===== src/rtl/plant_sequencer.sv =====
// ---------------------------------------------------------------------------
// plant_sequencer
//
// Wishbone-controlled drive/wait/sample sequencer for a small plant.
// A run drives an 8-bit pattern onto pads [23:16], waits a programmable
// number of cycles, then samples pads [15:8]. Runs repeat while CONT is set.
//
// Register map (byte address = BASE_ADDR + 4*index):
//   0 CTRL    : [0] START (W1, reads 0) [1] CONT [2] IRQ_EN [3] ABORT (W1, reads 0)
//   1 PERIOD  : [15:0] wait-cycle count
//   2 PATTERN : [7:0] drive value
//   3 STATUS  : [1:0] state, [2] DONE (W1C), [15:8] last sample, [31:16] runs
//
// Ports:
//   wb_clk_i, wb_rst_i          clock, synchronous active-high reset
//   wbs_cyc_i/stb_i/we_i        Wishbone classic handshake
//   wbs_sel_i, wbs_adr_i        byte lanes, byte address
//   wbs_dat_i / wbs_dat_o       write / read data
//   wbs_ack_o                   single-cycle transfer acknowledge
//   io_in, io_out, io_oeb       pad in / pad out / pad enable (active-low)
//   user_irq                    [0] = DONE & IRQ_EN, others tied low
// ---------------------------------------------------------------------------
module plant_sequencer #(
  parameter logic [31:0] BASE_ADDR = 32'h3000_0000
) (
  input  logic        wb_clk_i,
  input  logic        wb_rst_i,
  input  logic        wbs_cyc_i,
  input  logic        wbs_stb_i,
  input  logic        wbs_we_i,
  input  logic [3:0]  wbs_sel_i,
  input  logic [31:0] wbs_adr_i,
  input  logic [31:0] wbs_dat_i,
  output logic [31:0] wbs_dat_o,
  output logic        wbs_ack_o,
  input  logic [37:0] io_in,
  output logic [37:0] io_out,
  output logic [37:0] io_oeb,
  output logic [2:0]  user_irq
);

  typedef enum logic [1:0] {
    ST_IDLE   = 2'd0,
    ST_DRIVE  = 2'd1,
    ST_WAIT   = 2'd2,
    ST_SAMPLE = 2'd3
  } state_t;

  localparam logic [1:0] REG_CTRL    = 2'd0;
  localparam logic [1:0] REG_PERIOD  = 2'd1;
  localparam logic [1:0] REG_PATTERN = 2'd2;
  localparam logic [1:0] REG_STATUS  = 2'd3;

  state_t      state;
  logic [15:0] wait_cnt;
  logic [7:0]  pat_q;
  logic [7:0]  sample;
  logic [15:0] run_cnt;
  logic        done;

  logic        ctrl_cont;
  logic        ctrl_irq_en;
  logic [15:0] period;
  logic [7:0]  pattern;

  // -------------------------------------------------------------------------
  // Bus decode
  // -------------------------------------------------------------------------
  logic       bus_sel;
  logic [1:0] reg_idx;
  logic       wr_en;
  logic       wr_ctrl;
  logic       start_req;
  logic       abort_req;
  logic       done_clr;

  assign bus_sel = wbs_cyc_i & wbs_stb_i & (wbs_adr_i[31:4] == BASE_ADDR[31:4]);
  assign reg_idx = wbs_adr_i[3:2];

  // A classic master holds its request through the ack cycle, so the write
  // commits on the edge that closes the ack cycle.
  assign wr_en     = wbs_ack_o & bus_sel & wbs_we_i;
  assign wr_ctrl   = wr_en & (reg_idx == REG_CTRL) & wbs_sel_i[0];
  assign start_req = wr_ctrl & wbs_dat_i[0];
  assign abort_req = wr_ctrl & wbs_dat_i[3];
  assign done_clr  = wr_en & (reg_idx == REG_STATUS) & wbs_sel_i[0] & wbs_dat_i[2];

  logic [31:0] rd_data;

  // NOTE: every always_comb output gets a default first so no path leaves it
  // unassigned, which would infer a latch.
  always_comb begin
    rd_data = 32'd0;
    case (reg_idx)
      REG_CTRL:    rd_data = {29'd0, ctrl_irq_en, ctrl_cont, 1'b0};
      REG_PERIOD:  rd_data = {16'd0, period};
      REG_PATTERN: rd_data = {24'd0, pattern};
      REG_STATUS:  rd_data = {run_cnt, sample, 5'd0, done, state};
      default:     rd_data = 32'd0;
    endcase
  end

  // Ack toggles off after every acknowledged beat, so a held strobe sees an
  // ack on every other cycle.
  // NOTE: clocked state uses non-blocking assignments so every register sees
  // the pre-edge values of the others, independent of statement order.
  always_ff @(posedge wb_clk_i) begin
    if (wb_rst_i) begin
      wbs_ack_o <= 1'b0;
      wbs_dat_o <= 32'd0;
    end else begin
      wbs_ack_o <= bus_sel & ~wbs_ack_o;
      wbs_dat_o <= (bus_sel & ~wbs_ack_o) ? rd_data : 32'd0;
    end
  end

  // -------------------------------------------------------------------------
  // Configuration registers
  // -------------------------------------------------------------------------
  always_ff @(posedge wb_clk_i) begin
    if (wb_rst_i) begin
      ctrl_cont   <= 1'b0;
      ctrl_irq_en <= 1'b0;
      period      <= 16'd0;
      pattern     <= 8'd0;
    end else if (wr_en) begin
      case (reg_idx)
        REG_CTRL: begin
          if (wbs_sel_i[0]) begin
            ctrl_cont   <= wbs_dat_i[1];
            ctrl_irq_en <= wbs_dat_i[2];
          end
        end
        REG_PERIOD: begin
          if (wbs_sel_i[0]) period[7:0]  <= wbs_dat_i[7:0];
          if (wbs_sel_i[1]) period[15:8] <= wbs_dat_i[15:8];
        end
        REG_PATTERN: begin
          if (wbs_sel_i[0]) pattern <= wbs_dat_i[7:0];
        end
        default: ;
      endcase
    end
  end

  // -------------------------------------------------------------------------
  // Sequencer FSM
  // Pattern and wait count are captured on entry to DRIVE so the pattern is
  // already on the pads during the DRIVE cycle, and register writes made
  // mid-run only show up on the following DRIVE.
  // -------------------------------------------------------------------------
  always_ff @(posedge wb_clk_i) begin
    if (wb_rst_i) begin
      state    <= ST_IDLE;
      wait_cnt <= 16'd0;
      pat_q    <= 8'd0;
      sample   <= 8'd0;
      run_cnt  <= 16'd0;
      done     <= 1'b0;
    end else begin
      // NOTE: the SAMPLE branch below may also assign done; the later
      // non-blocking assignment wins, giving set priority over clear.
      if (done_clr) done <= 1'b0;

      if (abort_req && state != ST_IDLE) begin
        state <= ST_IDLE;
      end else begin
        case (state)
          ST_IDLE: begin
            if (start_req && !abort_req) begin
              state    <= ST_DRIVE;
              pat_q    <= pattern;
              wait_cnt <= period;
            end
          end
          ST_DRIVE: begin
            state <= (wait_cnt == 16'd0) ? ST_SAMPLE : ST_WAIT;
          end
          ST_WAIT: begin
            wait_cnt <= wait_cnt - 16'd1;
            if (wait_cnt == 16'd1) state <= ST_SAMPLE;
          end
          ST_SAMPLE: begin
            sample <= io_in[15:8];
            if (run_cnt != 16'hFFFF) run_cnt <= run_cnt + 16'd1;
            if (ctrl_cont) begin
              state    <= ST_DRIVE;
              pat_q    <= pattern;
              wait_cnt <= period;
            end else begin
              state <= ST_IDLE;
              done  <= 1'b1;
            end
          end
          default: state <= ST_IDLE;
        endcase
      end
    end
  end

  // -------------------------------------------------------------------------
  // Pads and interrupt
  // -------------------------------------------------------------------------
  assign io_out   = {14'd0, pat_q, 16'd0};
  assign io_oeb   = {{14{1'b1}}, (state == ST_IDLE) ? 8'hFF : 8'h00, 16'hFFFF};
  assign user_irq = {2'b00, done & ctrl_irq_en};

  // Inputs that the register map does not consume.
  logic unused_inputs;
  assign unused_inputs = &{1'b0, io_in[37:16], io_in[7:0], wbs_adr_i[1:0],
                           wbs_dat_i[31:16], wbs_sel_i[3:2]};

endmodule

===== config.mk =====
export PLATFORM = sky130hd
export DESIGN_NAME = plant_sequencer
export DESIGN_NICKNAME = d
export VERILOG_FILES = /design/src/rtl/plant_sequencer.sv
export SDC_FILE = /design/constraint.sdc
export NUM_CORES = 1
export LEC_CHECK = 0
export BUFFER_PORTS_ARGS = -buffer_cell sky130_fd_sc_hd__buf_2
export CAP_MARGIN = 20
export CORE_UTILIZATION = 45
export CTS_CLUSTER_SIZE = 40
export DETAILED_ROUTE_END_ITERATION = 8
export GPL_TIMING_DRIVEN = 0
export PLACE_DENSITY = 0.76
export RECOVER_POWER = 100
export SLEW_MARGIN = 20
export SYNTH_ARGS = -nofsm -noshare
export SYNTH_HDL_FRONTEND = slang
export SYNTH_SLANG_ARGS = --single-unit

===== constraint.sdc =====
create_clock -name wb_clk_i -period 4.9 [get_ports wb_clk_i]
set_clock_uncertainty 0.05 [all_clocks]
set_input_delay 0.98 -clock wb_clk_i [delete_from_list [all_inputs] [get_ports wb_clk_i]]
set_output_delay 0.98 -clock wb_clk_i [all_outputs]
set_load 0.005 [all_outputs]

==> results of run 1 <==
==> layout by cell type, fill, tap and decap left out, drive strengths merged, types with 8 or more instances in the layout <==
| master | Yosys | routed |
|---|---|---|
| o31ai | 15 | 15 |
| o21ai | 9 | 9 |
| conb | 2 | 62 |
| nand2 | 48 | 48 |
| buf | 77 | 165 |
| mux2i | 47 | 47 |
| nor3 | 12 | 12 |
| inv | 8 | 10 |
| or3 | 8 | 8 |
| nor4 | 13 | 13 |
| nor2 | 59 | 59 |
| and3 | 10 | 10 |
| nand4 | 10 | 10 |
| dfxtp | 110 | 110 |
| clkbuf | 23 | 55 |
| and2 | 19 | 19 |
| or4 | 13 | 13 |
| nor2b | 11 | 11 |
| a21oi | 35 | 35 |
==> worst max-delay path by stage <==
stage,slack (ns),end,from,cells after the start
floorplan,1.98,wait_cnt[10]$_SDFFE_PP0P_,wbs_adr_i[13],7
global placement,1.48,wbs_dat_o[29]$_SDFF_PP0_,wbs_adr_i[16],9
detailed placement,1.47,wait_cnt[12]$_SDFFE_PP0P_,wbs_adr_i[13],8
CTS,1.82,wbs_dat_o[29]$_SDFF_PP0_,wbs_adr_i[16],9
global route,0.85,run_cnt[11]$_SDFFE_PP0P_,wbs_adr_i[16],8
finish,1.18,wait_cnt[14]$_SDFFE_PP0P_,wbs_adr_i[16],8
==> metrics by stage <==
| stage | setup WS [ns] | util, % | instance area [um2] | hold slack [ns] | instances |
|---|---|---|---|---|---|
| after floorplan | 1.98 | - | 5780 | 0.386 | 678 |
| final | 1.18 | 56.2 | 6750 | 0.407 | 950 |
| after global placement | 1.48 | 54.2 | 6500 | 0.391 | 933 |
| after global routing | 0.854 | 56.2 | 6750 | 0.422 | 950 |
| after detailed placement | 1.47 | 54.2 | 6500 | 0.398 | 933 |
| after CTS | 1.82 | 56.7 | 6810 | 0.409 | 949 |
==> registers in the layout, indices dropped and copies added (netlist names), 2 cells and up <==
register / cells
sample: 8
wait_cnt: 16
wbs_dat_o: 32
pattern: 8
state: 2
period: 16
run_cnt: 16
pat_q: 8
==> where the power goes <==
group | internal, W | switching, W
Sequential | 0.000897 | 0.00000720
Clock | 0.000416 | 0.000341
Combinational | 0.000152 | 0.000175
Total | 0.00146 | 0.000523
==> routing by layer <==
metal / part of all wire, % / global-route usage, % / up-vias
met5: 0 / 0 / -
met4: 2.9 / 9.21 / 0
met3: 7.1 / 4.55 / 33
met2: 47 / 36.1 / 211
met1: 43 / 24.6 / 2248
li1: - / - / 2453
==> area by class of cell <==
class	instances	area share [%]
Sequential cell	110	32.6
Timing Repair Buffer	109	7.84
Multi-Input combinational cell	458	41.8
Clock inverter	5	0.946
Inverter	8	0.445
Buffer	102	10.0
Tap cell	147	2.73
Clock buffer	11	3.60
==> worst max-delay path, delay by kind of cell <==
kind / cells / cell delay, ns
AOI/OAI and AO/OA: 2 / 1.33
and+or+nand+nor: 3 / 0.91
buffers and inverters: 3 / 0.69
==> logic make-up after synthesis <==
family          after synthesis  share of synthesized area [%]
simple gates                231                           22.1
flops                       110                           39.6
mux                          54                           10.3
buf+inv                     110                           12.8
xor+xnor                      1                          0.158
other cells                   2                          0.135
compound gates              103                           13.3
fa+ha+maj                     7                           1.58
==> reports/results.txt, run 1 <==
The Yosys step of the flow raised 0 warnings. The height of the die works out to 113 um. The routed length per instance came out at 14.3 um. Post-synthesis area per instance: 8.99 um2.

In the post-synthesis netlist, the cell with the most instances is sky130_fd_sc_hd__dfxtp_1. The tools report the first-pass GRT wire length as 21000 um. The tools report the number of max-cap violations as 2. The worst setup path is launched from an input port.

The source of the worst hold timing path is sample[1]$_SDFFE_PP0P_. At the worst endpoint, the required time is 5.11 ns. In the finished design, the share of the clock period the worst path needs comes to 75.8%. The measured slew at the worst slew-check pin is 1.60 ns. The die boundary width was 113 um; the worst-case vdd ir drop was 158 uV. The cell at the root of the clock tree is sky130_fd_sc_hd__clkbuf_16.

Static timing analysis puts the maximum clock frequency at 0.269 GHz. The CTS sink count was 110. After detailed routing, the number of remaining DRC violations is 0. On the worst path, the slowest cell contributes a delay of 0.98 ns. Setup violations remaining at the end of the flow were counted as 0.

Fill cells in the final layout number 1083. The main flop type after synthesis is sky130_fd_sc_hd__dfxtp_1. In this run the power density over the cells is 295 nW/um2. Once the clock tree was built, the setup fixing pass inserted 0 buffers. The weighted congestion reported at the end of routability-driven placement came out at 0.849. The synthesized design contains 0 enable-type register cells. The checks that failed: max-capacitance violations, max-slew violations. The floorplan has 40 rows. The repair_antennas step left the layout with diodes totalling 0.

At the worst endpoint, the arrival time is 3.93 ns. The maximum fanout count along the critical path was 10. The worst register-to-register path begins at state[0]$_SDFFE_PP0P_.

The clock edge transition at the registers on the reported setup and hold paths is 0.07 ns, and the worst-case headroom to the max-slew limit is -7.40%. The share of synthesized area in the top cell type comes to 39.6%. Port buffering added 108 buffers. For the quantity of gates resized following cts, the log shows 0.

The most common cell type on the critical path was sky130_fd_sc_hd__buf_2. The run gives 2.84 nW as the leakage power of the design. Clock latency on the worst-skew pair, taken at its later pin, is 0.35 ns.

Setup repair after global routing left no endpoint under its margin. The layout overhead on the synthesized area was 21.4%. The path type of the worst setup path was input port to flip-flop. The end point of the worst hold path was sample[1]$_SDFFE_PP0P_. After routing, the total negative slack on setup checks comes to 0 ns. Summed over all layers, the global routing overflow is 0. The routed layout has 4945 vias. The floorplan step defined a die boundary enclosing 12800 um2. The depth of the worst hold-timing path was 2; the number of nets with antenna violations after detailed routing was 0. In this run the critical register-to-register path is captured at run_cnt[11]$_SDFFE_PP0P_.

Summing every instance area after synthesis gives 5560 um2. The tools report the number of DRC violations after detailed-routing iteration 0 as 390. The sum of routed wire length over all layers came out at 13600 um.

Async set or reset register ratio after synthesis: 0%. Summed over all nets, the half-perimeter wirelength after detailed placement is 9940 um. TritonCTS built the clock tree. The tools report the length of the first detailed-routing pass in iterations as 5.

Global routing used 20.8% of the available tracks across all layers. The flow ran to the end, but the final reports show violations. The total area inside the core boundary comes to 12000 um2. No sink is reached through more buffers than the 2 on the longest clock path. The number of antenna violations at the first check in global routing came out at 0.

By count the netlist is led by sky130_fd_sc_hd__dfxtp_1, sky130_fd_sc_hd__buf_4, sky130_fd_sc_hd__nor2_1. The total count of hold-check failures in the final report was 0. The via count of the first global-routing pass was 4383; the multi-input combinational cell area was 2820 um2. Ranked by total cell area, the synthesized netlist is headed by sky130_fd_sc_hd__dfxtp_1, sky130_fd_sc_hd__buf_4, sky130_fd_sc_hd__mux2i_1, sky130_fd_sc_hd__nor2_1, sky130_fd_sc_hd__nand2_1. The number of nets in the finished design is 916. The number of hold buffers added after CTS was 0. The run gives 1.61 ns as the minimum setup slack among reg-to-reg paths.

Overall power consumption after layout is estimated at 0.00199 W. The clock tree synthesis step divided the H-tree into 3 levels. The final critical delay including setup and external delays is 3.72 ns.

Once the floorplan was initialized, standard cells occupied 46.3% of the core. The critical path endpoint category was a flip-flop. The logs give 61 for the number of distinct library cell variants in the gate-level netlist after synthesis and 9 for the number of CTS-inserted buffers.

Measured in cells, the most critical reg-to-reg path has a length of 7. The run gives 2200 um2 as the sequential cell area in the final layout. After detailed routing, the number of vias per cell comes to 5.21.

Summed over all instances, the cell type with the most area after synthesis is sky130_fd_sc_hd__dfxtp_1. Traced cell by cell, the critical path runs through buf_2, nor4b_1, nand4_1, buf_2, o41ai_1, nand3_2, clkbuf_1, o32ai_1. The part of the Yosys area used for sequential elements was 39.6%.

The largest individual stage delay along the critical path comes from the cell sky130_fd_sc_hd__o41ai_1. The proportion of layout cells with a drive suffix above 1 was 24.8%; the largest net degree at the start of global routing was 19. Number of placed I/O pins: 223. The number of synthesized register bits is 110. Worst min-delay path class: flip-flop to flip-flop. Number of slew-limit violations in the final report: 20. Synthesis produced 618 cells.
Power figures use the tool's default switching activity.
==> run 2: changes to the inputs <==
==> constraint.sdc (replaced) <==
create_clock -name wb_clk_i -period 3.5 [get_ports wb_clk_i]
set_clock_uncertainty 0.05 [all_clocks]
set_input_delay 0.7 -clock wb_clk_i [delete_from_list [all_inputs] [get_ports wb_clk_i]]
set_output_delay 0.7 -clock wb_clk_i [all_outputs]
set_load 0.005 [all_outputs]
==> run 2 against run 1 <==
  * The flow now finishes without violations
  * Power grew 40%
  * Count of clock-buffer cells in the layout is the same
  * Sequential share of layout area shrank 0.13 points
  * Cell count is the same
  * First-iteration DRC count grew 11%
==> reports/results.txt, run 2 (synthesis results as in run 1) <==
The detailed placer's ending HPWL is 9940 um (unchanged), and the maximum single-stage delay on the critical path is 0.55 ns (-0.43 ns). The tools report the design area as 6770 um2 (+0.41%). The measured slew at the worst slew-check pin is 0.948 ns (-0.651 ns). The remaining design rule violation count was 0 (unchanged); the maximum fanout count along the critical path was 10 (unchanged). The number of port buffers works out to 108 (unchanged).

The number of DRC violations after detailed-routing iteration 0 was 434 (+11%). The run gives 2.88 nW (+1.4%) as the leakage power of the design. The run gives 45.4% (about the same) as the relative contribution of sequential cells to total power. In the finished design, the share of the clock period the worst path needs comes to 86.3%. The via count of the first global-routing pass was 4383 (unchanged). Critical path endpoint category: a flip-flop. The worst-case vdd ir drop is 222 uV (+40%), and the die boundary width is 113 um (unchanged). The length of the first detailed-routing pass in iterations is 5 (unchanged), and the starting utilization of the core area is 46.3% (unchanged).

Subtracting the final worst setup slack from the clock period gives 3.02 ns. The setup TNS after final layout came out at 0 ns (unchanged). The flip-flop count of the largest register after layout was 32 (unchanged). The count of non-filler cells in the finished layout is 950 (unchanged), and the number of slew-limit violations in the final report is 0 (-100%). The depth of the CTS H-tree is 3 (unchanged), and the core outline area is 12000 um2 (unchanged). The clock network fraction of design power is 37.9% (-0.2 points), and the maximum clock frequency is 0.331 GHz. The run gives 0.849 (unchanged) as the weighted congestion reported at the end of routability-driven placement.

The largest register by flop count was wbs_dat_o. The logs give 0.00206 W (+40%) for the internal power and 0 (unchanged) for the number of hold buffers added after CTS. The flow ran to the end, and the final reports show no timing, DRC or antenna violations. The worst path required time is 3.71 ns (-1.40 ns). The tools report the latest clock arrival within the worst-skew pair as 0.35 ns (about the same).

The worst-case clock buffer depth is 2 (unchanged), and the worst setup slack before clock tree synthesis is 0.352 ns (-1.12 ns). The cell at the root of the clock tree is sky130_fd_sc_hd__clkbuf_16. The setup slack after layout is 0.478 ns (-0.706 ns), and the post-CTS repair timing setup buffer count is 0 (unchanged). The total count of hold-check failures in the final report is 0 (unchanged), and the power density over cell area is 411 nW/um2 (+40%).

Setup repair after global routing left no endpoint under its margin. The signal on the critical path passes through buf_2, nor4_1, nand4_1, clkbuf_1, o41ai_4, nand3_1, clkbuf_1, o32ai_1. The mean number of vias per cell was 5.18 (-0.40%); the worst-case headroom to the max-slew limit was 36.5% (+44 points). The clock edge transition at the registers on the reported setup and hold paths works out to 0.07 ns (about the same). Proportion of layout cells with a drive suffix above 1: 25.2% (+0.37 points).

The run gives 916 (unchanged) as the number of nets in the finished design. The library cell used most frequently in the layout, excluding fill and tap cells, is sky130_fd_sc_hd__dfxtp_1. The first-pass GRT wire length is 21000 um (unchanged), and the depth of the worst hold-timing path is 2 (unchanged). The critical path is of the input port to flip-flop type.

TritonCTS built the clock tree. The CTS sink count is 110 (unchanged). The fraction of power spent switching nets is 26.2% (-0.097 points), and the quantity of gates resized following cts is 0 (unchanged). For the number of placed I/O pins, the log shows 223 (unchanged). The number of endpoints failing setup at the final stage was 0 (unchanged). On the critical path, the stage with the largest delay is an instance of sky130_fd_sc_hd__o41ai_4. The run gives 13500 um (-0.51%) as the sum of routed wire length over all layers. Relative to the synthesized area, the layout overhead comes to 21.9%. For the total routing usage reported by global routing, the log shows 20.8% (unchanged). The largest net degree at the start of global routing was 19 (unchanged). The overall via count from detail_route is 4925 (-0.40%).

The worst min-delay path class is flip-flop to flip-flop. The tools report the count of standard-cell rows as 40 (unchanged). The critical path arrival is 3.23 ns (-0.70 ns), and the height of the die is 113 um (unchanged). For the total overflow reported by the global router, the log shows 0 (unchanged). Among the stages of the critical path, the cell type that occurs most often is sky130_fd_sc_hd__clkbuf_1. The top cell types in the final layout, fill and taps aside, are sky130_fd_sc_hd__dfxtp_1, sky130_fd_sc_hd__buf_2, sky130_fd_sc_hd__buf_4, sky130_fd_sc_hd__conb_1, sky130_fd_sc_hd__nor2_1. Number of cells on the worst reg-to-reg path: 7 (unchanged). The run gives 0 (unchanged) as the number of antenna violations at the first check in global routing. The number of nets with antenna violations after detailed routing was 0 (unchanged); the number of CTS-inserted buffers was 9 (unchanged).

The number of max-cap violations was 0 (-2). The placement-stage cell area was 6500 um2 (unchanged). The run gives 0 (unchanged) as the number of diodes added for antenna fixing.

The logs give 12800 um2 (unchanged) for the floorplan die area and 0.000730 W (+40%) for the net switching power. The count of placed standard cells including taps is 933 (unchanged). The worst setup path is launched from an input port. The run gives 16.6% (+0.2 points) as the portion of total power attributed to combinational logic. Routed length per instance: 14.2 um (-0.51%).
==> run 2: worst max-delay path: cells and delay by family <==
kind            cells  cell delay, ns
simple gates        3            0.86
compound gates      2            0.90
buf+inv             3            0.77
==> run 2: area by class of cell <==
class / instances / area, um2
Clock buffer: 11 / 243
Sequential cell: 110 / 2200
Buffer: 102 / 676
Fill cell: 1080 / 5240
Inverter: 8 / 30.0
Clock inverter: 5 / 63.8
Tap cell: 147 / 184
Multi-Input combinational cell: 458 / 2850
Timing Repair Buffer: 109 / 529
==> run 2: worst paths after layout <==
check | startpoint | to | slack (ns)
setup / recovery | wbs_adr_i[13] | wait_cnt[14]$_SDFFE_PP0P_ | 0.48
hold / removal | sample[1]$_SDFFE_PP0P_ | sample[1]$_SDFFE_PP0P_ | 0.41
setup reg to reg | state[0]$_SDFFE_PP0P_ | run_cnt[0]$_SDFFE_PP0P_ | 0.63
hold reg to reg | sample[1]$_SDFFE_PP0P_ | sample[1]$_SDFFE_PP0P_ | 0.41
==> run 2: metrics by stage <==
step | util (%) | hold slack, ns | total power (W)
final | 56.4 | 0.407 | 0.00279
after global routing | 56.4 | 0.422 | 0.00289
after detailed placement | 54.2 | 0.398 | 0.00176
after global placement | 54.2 | 0.391 | 0.00176
after CTS | 56.7 | 0.409 | 0.00280
after floorplan | - | 0.386 | 0.00162
==> run 2: power by group through the flow <==
stage / Sequential (W) / Clock [W] / Combinational [W]
4_1_cts: 0.00126 / 0.00107 / 0.000467
5_1_grt: 0.00127 / 0.00112 / 0.000502
2_1_floorplan: 0.00129 / 0 / 0.000327
3_3_place_gp: 0.00129 / 0 / 0.000462
3_5_place_dp: 0.00129 / 0 / 0.000467
6_report: 0.00127 / 0.00106 / 0.000464
==> run 2: metal layers <==
layer  vias to the layer above  track usage, %  routed length (um)
met1                      2254            24.6                5770
met5                         -               0                   0
met4                         0            9.21                 367
met2                       193            36.1                6470
li1                       2450               -                   -
met3                        28            4.55                 922
